`config.mk`:
```
export PLATFORM = sky130hd
export DESIGN_NAME = uart_cipher_sequencer
export DESIGN_NICKNAME = d
export VERILOG_FILES = /design/src/rtl/uart_cipher_sequencer.sv
export SDC_FILE = /design/constraint.sdc
export NUM_CORES = 1
export LEC_CHECK = 0
export CORE_MARGIN = 5
export CORE_UTILIZATION = 47
export DETAILED_ROUTE_END_ITERATION = 8
export GPL_TIMING_DRIVEN = 0
export PLACE_DENSITY = 0.77
export SYNTH_ARGS = -nofsm -noshare
export SYNTH_HDL_FRONTEND = slang
export SYNTH_SLANG_ARGS = --single-unit
```
`constraint.sdc`:
```
create_clock -name clk_100MHz -period 2.6 [get_ports clk_100MHz]
set_clock_uncertainty 0.2 [all_clocks]
set_input_delay 0.52 -clock clk_100MHz [delete_from_list [all_inputs] [get_ports clk_100MHz]]
set_output_delay 0.52 -clock clk_100MHz [all_outputs]
set_load 0.005 [all_outputs]
```
`src/rtl/uart_cipher_sequencer.sv`:
```
// uart_cipher_sequencer: hex command parser and encrypt sequencer between the UART FIFOs and the bfp engine.
// Define RESP_CRLF_EN to send a CR before every LF terminator.
module uart_cipher_sequencer #(
    parameter int HEX_CHARS      = 16,
    parameter int TIMEOUT_CYCLES = 4096,
    parameter int TO_BITS        = 13
) (
    input  logic        clk_100MHz,
    input  logic        reset,
    input  logic        rx_empty,
    input  logic [7:0]  rx_data,
    output logic        rx_pop,
    input  logic        tx_full,
    output logic        tx_push,
    output logic [7:0]  tx_data,
    output logic [63:0] key_out,
    output logic [63:0] pt_out,
    output logic        start_encrypt,
    input  logic        done_encrypt,
    input  logic [63:0] ct_in,
    output logic        key_valid,
    output logic        key_loaded,
    output logic        busy
);
    typedef enum logic [2:0] {IDLE, LOAD_KEY, LOAD_PT, START, WAIT_DONE, SEND_CT, SEND_EOL, SEND_ERR} state_t;
    state_t state_q, state_d;
    logic [4:0] cnt_q, cnt_d;
    logic [63:0] sh_q, sh_d, key_q, key_d, pt_q, pt_d, ct_q, ct_d;
    logic [7:0] err_q, err_d;
    logic [TO_BITS-1:0] to_q, to_d;
    logic start_q, start_d, key_valid_q, key_valid_d, key_loaded_q, key_loaded_d;
    logic is_dig, hex_ok, eol_last;
    logic [3:0] nib;
    logic [7:0] ct_ch, eol_ch;
    assign is_dig = rx_data inside {[8'h30:8'h39]};
    assign hex_ok = is_dig || rx_data inside {[8'h41:8'h46], [8'h61:8'h66]};
    assign nib = rx_data[3:0] + (is_dig ? 4'd0 : 4'd9);
    // ct_q shifts left on every accepted push, so the next nibble is always on top
    assign ct_ch = ct_q[63:60] > 4'd9 ? {4'h0, ct_q[63:60]} + 8'h37 : {4'h0, ct_q[63:60]} + 8'h30;
`ifdef RESP_CRLF_EN
    assign eol_ch = cnt_q[0] ? 8'h0A : 8'h0D;
    assign eol_last = cnt_q[0];
`else
    assign eol_ch = 8'h0A;
    assign eol_last = 1'b1;
`endif
    assign rx_pop = !reset && !rx_empty && state_q inside {IDLE, LOAD_KEY, LOAD_PT};
    assign tx_push = !reset && !tx_full && state_q inside {SEND_CT, SEND_EOL, SEND_ERR};
    assign tx_data = state_q == SEND_CT ? ct_ch : state_q == SEND_ERR ? err_q : state_q == SEND_EOL ? eol_ch : 8'h00;
    assign key_out = key_q;
    assign pt_out = pt_q;
    assign start_encrypt = start_q;
    assign key_valid = key_valid_q;
    assign key_loaded = key_loaded_q;
    assign busy = state_q != IDLE;
    always_comb begin
        state_d = state_q;
        cnt_d = cnt_q;
        sh_d = sh_q;
        key_d = key_q;
        pt_d = pt_q;
        ct_d = ct_q;
        err_d = err_q;
        to_d = to_q;
        start_d = start_q;
        key_valid_d = 1'b0;
        key_loaded_d = key_loaded_q;
        case (state_q)
            IDLE: if (rx_pop) begin
                if (rx_data == 8'h4B || rx_data == 8'h6B) begin
                    state_d = LOAD_KEY;
                    cnt_d = '0;
                end else if (rx_data == 8'h50 || rx_data == 8'h70) begin
                    state_d = key_loaded_q ? LOAD_PT : SEND_ERR;
                    err_d = 8'h21;
                    cnt_d = '0;
                end else if (!(rx_data inside {8'h20, 8'h0D, 8'h0A})) begin
                    state_d = SEND_ERR;
                    err_d = 8'h3F;
                end
            end
            LOAD_KEY, LOAD_PT: if (rx_pop) begin
                if (!hex_ok) begin
                    state_d = SEND_ERR;
                    err_d = 8'h3F;
                end else begin
                    sh_d = {sh_q[59:0], nib};
                    cnt_d = cnt_q + 5'd1;
                    if (cnt_q == 5'(HEX_CHARS - 1) && state_q == LOAD_KEY) begin
                        key_d = {sh_q[59:0], nib};
                        key_valid_d = 1'b1;
                        key_loaded_d = 1'b1;
                        state_d = IDLE;
                    end else if (cnt_q == 5'(HEX_CHARS - 1)) begin
                        pt_d = {sh_q[59:0], nib};
                        state_d = START;
                    end
                end
            end
            START: begin
                start_d = 1'b1;
                to_d = '0;
                state_d = WAIT_DONE;
            end
            WAIT_DONE: if (done_encrypt) begin
                ct_d = ct_in;
                start_d = 1'b0;
                cnt_d = '0;
                state_d = SEND_CT;
            end else if (to_q == TO_BITS'(TIMEOUT_CYCLES - 1)) begin
                start_d = 1'b0;
                err_d = 8'h54;
                state_d = SEND_ERR;
            end else begin
                to_d = to_q + 1'b1;
            end
            SEND_CT: if (tx_push) begin
                ct_d = {ct_q[59:0], 4'h0};
                cnt_d = cnt_q == 5'(HEX_CHARS - 1) ? 5'd0 : cnt_q + 5'd1;
                state_d = cnt_q == 5'(HEX_CHARS - 1) ? SEND_EOL : SEND_CT;
            end
            SEND_EOL: if (tx_push) begin
                cnt_d = cnt_q + 5'd1;
                state_d = eol_last ? IDLE : SEND_EOL;
            end
            SEND_ERR: if (tx_push) begin
                cnt_d = '0;
                state_d = SEND_EOL;
            end
            default: state_d = IDLE;
        endcase
    end
    always_ff @(posedge clk_100MHz) begin
        if (reset) begin
            state_q <= IDLE;
            cnt_q <= '0;
            sh_q <= '0;
            key_q <= '0;
            pt_q <= '0;
            ct_q <= '0;
            err_q <= '0;
            to_q <= '0;
            start_q <= 1'b0;
            key_valid_q <= 1'b0;
            key_loaded_q <= 1'b0;
        end else begin
            state_q <= state_d;
            cnt_q <= cnt_d;
            sh_q <= sh_d;
            key_q <= key_d;
            pt_q <= pt_d;
            ct_q <= ct_d;
            err_q <= err_d;
            to_q <= to_d;
            start_q <= start_d;
            key_valid_q <= key_valid_d;
            key_loaded_q <= key_loaded_d;
        end
    end
endmodule
```
==> results.yml <==
synth:
  ys_warn_count: 0
  synth_top_area_frac: 0.503
  ys_seq_area_frac: 0.503
  synth-compound-area-share: 0.175
  synth.distinct_cells: 58
  synthSimpleGateAreaFrac: 0.255
  synth_edf_count: 0
  synthMuxAreaShare: 0.00191
  yosysTopAreaCell: "dfxtp_1"
  synth_fp_nets: 1512
  syn_inst: 1427
  synthTopCellsByArea: "dfxtp_1 50%, nand2_1 15%, a21oi_1 9.4%"
  synth_top_family_by_area: "simple AND/OR/NAND/NOR gates"
  synthFlopType: "dfxtp_1"
  synthAdderAreaFrac: 0.00898
  avgSynthCellArea_um2: 7.81
  syn_area_mm2: 0.0112
  synth_xor_area_frac: 0.0102
  ys_ff_latch: 280
  synth_async_sr_flop_share: 0
detailed_routing:
  drt_iter0_drc: 952
  dr_total_vias: 11100
  ant_nets: 0
  wire_per_inst_um: 16.6
  via_per_inst: 5.45
  firstDrtPassIters: 4
  drc: 0
  wl_um: 33900
sta:
  finalHoldViolCount: 0
  tightest_slew_ps: 751
  period_needed_ps: 2720
  drv_slew: 0
  setup_ws_ps: -119
  slew_headroom: 0.500
  setup-violations-final: 6
  rsz0062_at_grt: "true"
  period_share: 1.05
  max_freq_ghz: 0.368
critical_path:
  rrSetupSlack_ps: 90
  r2r_cells: 8
  critical-path-top-delay-family: "simple AND/OR/NAND/NOR gates"
  crit_fanout: 2
  cp_common_cell: "buf_4"
  max_stage_delay_ps: 390
  startpoint_type: "flop"
  reg2reg_to: "pt_out[5]$_SDFFE_PP0P_"
  cp-startpoint: "ct_q[61]$_SDFFE_PP0P_"
  arrival_ps: 2000
  cp_cell_sequence: "buf_4 > buf_4 > or3_4 > o21ai_0 > nand3_1 > a21oi_1 > buf_2"
  crit_path_end_kind: "primary output"
  crit_buf_inv: 3
  critical_path_class: "flop to primary output"
  critPathRequiredTime_ps: 1880
  slowest_stage: "or3_4"
  rr_startpoint: "state_q[2]$_SDFFE_PP0P_"
min_path:
  hold_start: "to_q[12]$_SDFFE_PP0P_"
  whs_endpoint: "to_q[12]$_SDFFE_PP0P_"
  min_path_type: "flop to flop"
  holdPathStages: 2
power:
  powerDensity_mw_per_mm2: 746
  leakage_uw: 0.00525
  vdd_drop_max_mv: 0.449
global_route:
  grt_use_total: 0.242
  grt_pass1_wl_um: 53700
  grt_max_degree: 20
  grt_overflow: 0
  antenna_found_initial: 0
  grt_pass1_vias: 10600
clocking:
  cts.sinks: 280
  cts_max_level: 1
  clk_pin_slew_ps: 70
  cts_root_buf: "clkbuf_16"
  cts_buffer_depth: 3
  clk_latency_ps: 530
  cts_buffers: 28
  cts_tree: "done"
floorplan:
  fp.dieW_um: 164
  floorplan.initialDensity: 0.476
  floorplan.die_area_mm2: 0.0269
  dieHeight_um: 164
  coreArea_mm2: 0.0234
  num_io_pins: 219
  fp-row-count: 56
outcome:
  violations: "negative setup slack"
  outcome: "finished with violations"
job:
  maxCapViolations: 0
cells_and_area:
  final_layout_size_suffix_gt1_frac: 0.122
  area_growth_pct: 38.1
  final_area_mm2: 0.0154
  fillers: 1969
  num-nets-final: 1785
  antenna_cells: 0
placement:
  pre_cts_ws_ps: -1340
  hpwl_um: 24000
  gp_congestion: 0.904
  place_area_mm2: 0.0137
  port_buffers: 214
==> repair_timing <==
action / CTS / global route
hold buffers: 0 / 0
buffers inserted: 27 / 8
gates cloned: 0 / 0
pin swaps: 19 / 13
endpoints found under the setup margin: 279 / 255
resized for setup: 154 / 46
==> per-layer routing <==
metal | routed length (um) | global-route usage | up-vias
li1 | - | - | 5411
met2 | 16000 | 0.406 | 434
met4 | 838 | 0.0705 | 0
met3 | 2720 | 0.0497 | 70
met5 | 0 | 0 | -
met1 | 14300 | 0.317 | 5203
==> power breakdown <==
group          switching, uW  internal (uW)
clock                   1660           2430
combinational           1520           1020
sequential               243           4610
total                   3430           8060
==> sequential cells by signal (all words and copies together) (netlist names) <==
| name | flops |
|---|---|
| key_valid | 1 |
| ct_q | 64 |
| key_out | 64 |
| key_loaded | 1 |
| pt_out | 64 |
| start_encrypt | 1 |
| err_q | 4 |
| to_q | 13 |
| state_q | 3 |
| sh_q | 60 |
| cnt_q | 5 |
==> Yosys cell counts, drive strengths merged (2+ instances only) <==
cell / n
a211oi: 12
a21o: 2
a21oi: 209
a311oi: 62
a32oi: 5
buf: 28
clkbuf: 88
dfxtp: 280
ha: 8
inv: 9
nand2: 446
nand2b: 7
nand3: 81
nor2: 101
nor2b: 2
nor3: 12
nor4: 3
nor4b: 5
o21a: 2
o21ai: 14
o221a: 3
o31ai: 3
or3: 6
or3b: 2
or4b: 4
xnor2: 8
xor2: 5
==> per-stage QoR <==
step	hold WS, ps	cells	TNS (ps)	utilization	total power (uW)
2_1_floorplan	203	1427	-128	-	6270
3_3_place_gp	210	1960	-250050	0.586	6850
3_5_place_dp	227	1960	-254490	0.586	6910
4_1_cts	235	2033	-345	0.651	11300
5_1_grt	253	2041	-1030	0.658	12000
6_report	237	2041	-356	0.658	11500
==> cell families after synthesis <==
group | after synthesis
other cells | 1
xor+xnor | 13
flops | 280
buf+inv | 125
mux | 2
compound gates | 320
simple gates | 678
fa+ha+maj | 8
==> worst register-to-register path: cells and delay by family, from the launching register on <==
family / cells / cell delay, ps
AND/OR/NAND/NOR: 3 / 1030
buffers and inverters: 4 / 690
flip-flops: 1 / 370
AO/OA/AOI/OAI: 1 / 70
==> layout make-up <==
cell class | instances | area (um^2) | share of cell area
multi-input combinational | 1022 | 5370 | 0.349
buffer | 110 | 632 | 0.0410
clock buffer | 40 | 837 | 0.0543
timing repair buffer | 249 | 2390 | 0.155
tap | 319 | 399 | 0.0259
sequential | 280 | 5620 | 0.365
clock inverter | 12 | 113 | 0.00731
inverter | 9 | 36.3 | 0.00236
==> how the worst max path moves through the flow <==
stage                                         end  slack, ps  cells past startpoint
after global routing                   tx_data[0]       -180                      8
after floorplan             cnt_q[2]$_SDFFE_PP0P_       -100                      7
after CTS                              tx_data[0]       -130                      8
after global placement    pt_out[47]$_SDFFE_PP0P_      -1280                      9
after detailed placement  pt_out[47]$_SDFFE_PP0P_      -1340                      9
final                                  tx_data[3]       -120                      7
==> placed cells by master (no fill, tap or decap), types with 7 or more instances in the layout <==
master / instances
clkdlybuf4s50_1: 198
clkbuf_16: 31
a211oi_1: 9
clkbuf_1: 59
dlygate4sd2_1: 7
buf_2: 18
buf_6: 7
clkbuf_2: 19
nor3_1: 7
nand3_1: 79
clkinv_2: 9
a21oi_1: 206
dfxtp_1: 275
nor2_1: 95
xnor2_1: 7
buf_4: 39
clkbuf_8: 9
a311oi_1: 62
nand2_1: 442
Power figures use the tool's default switching activity.
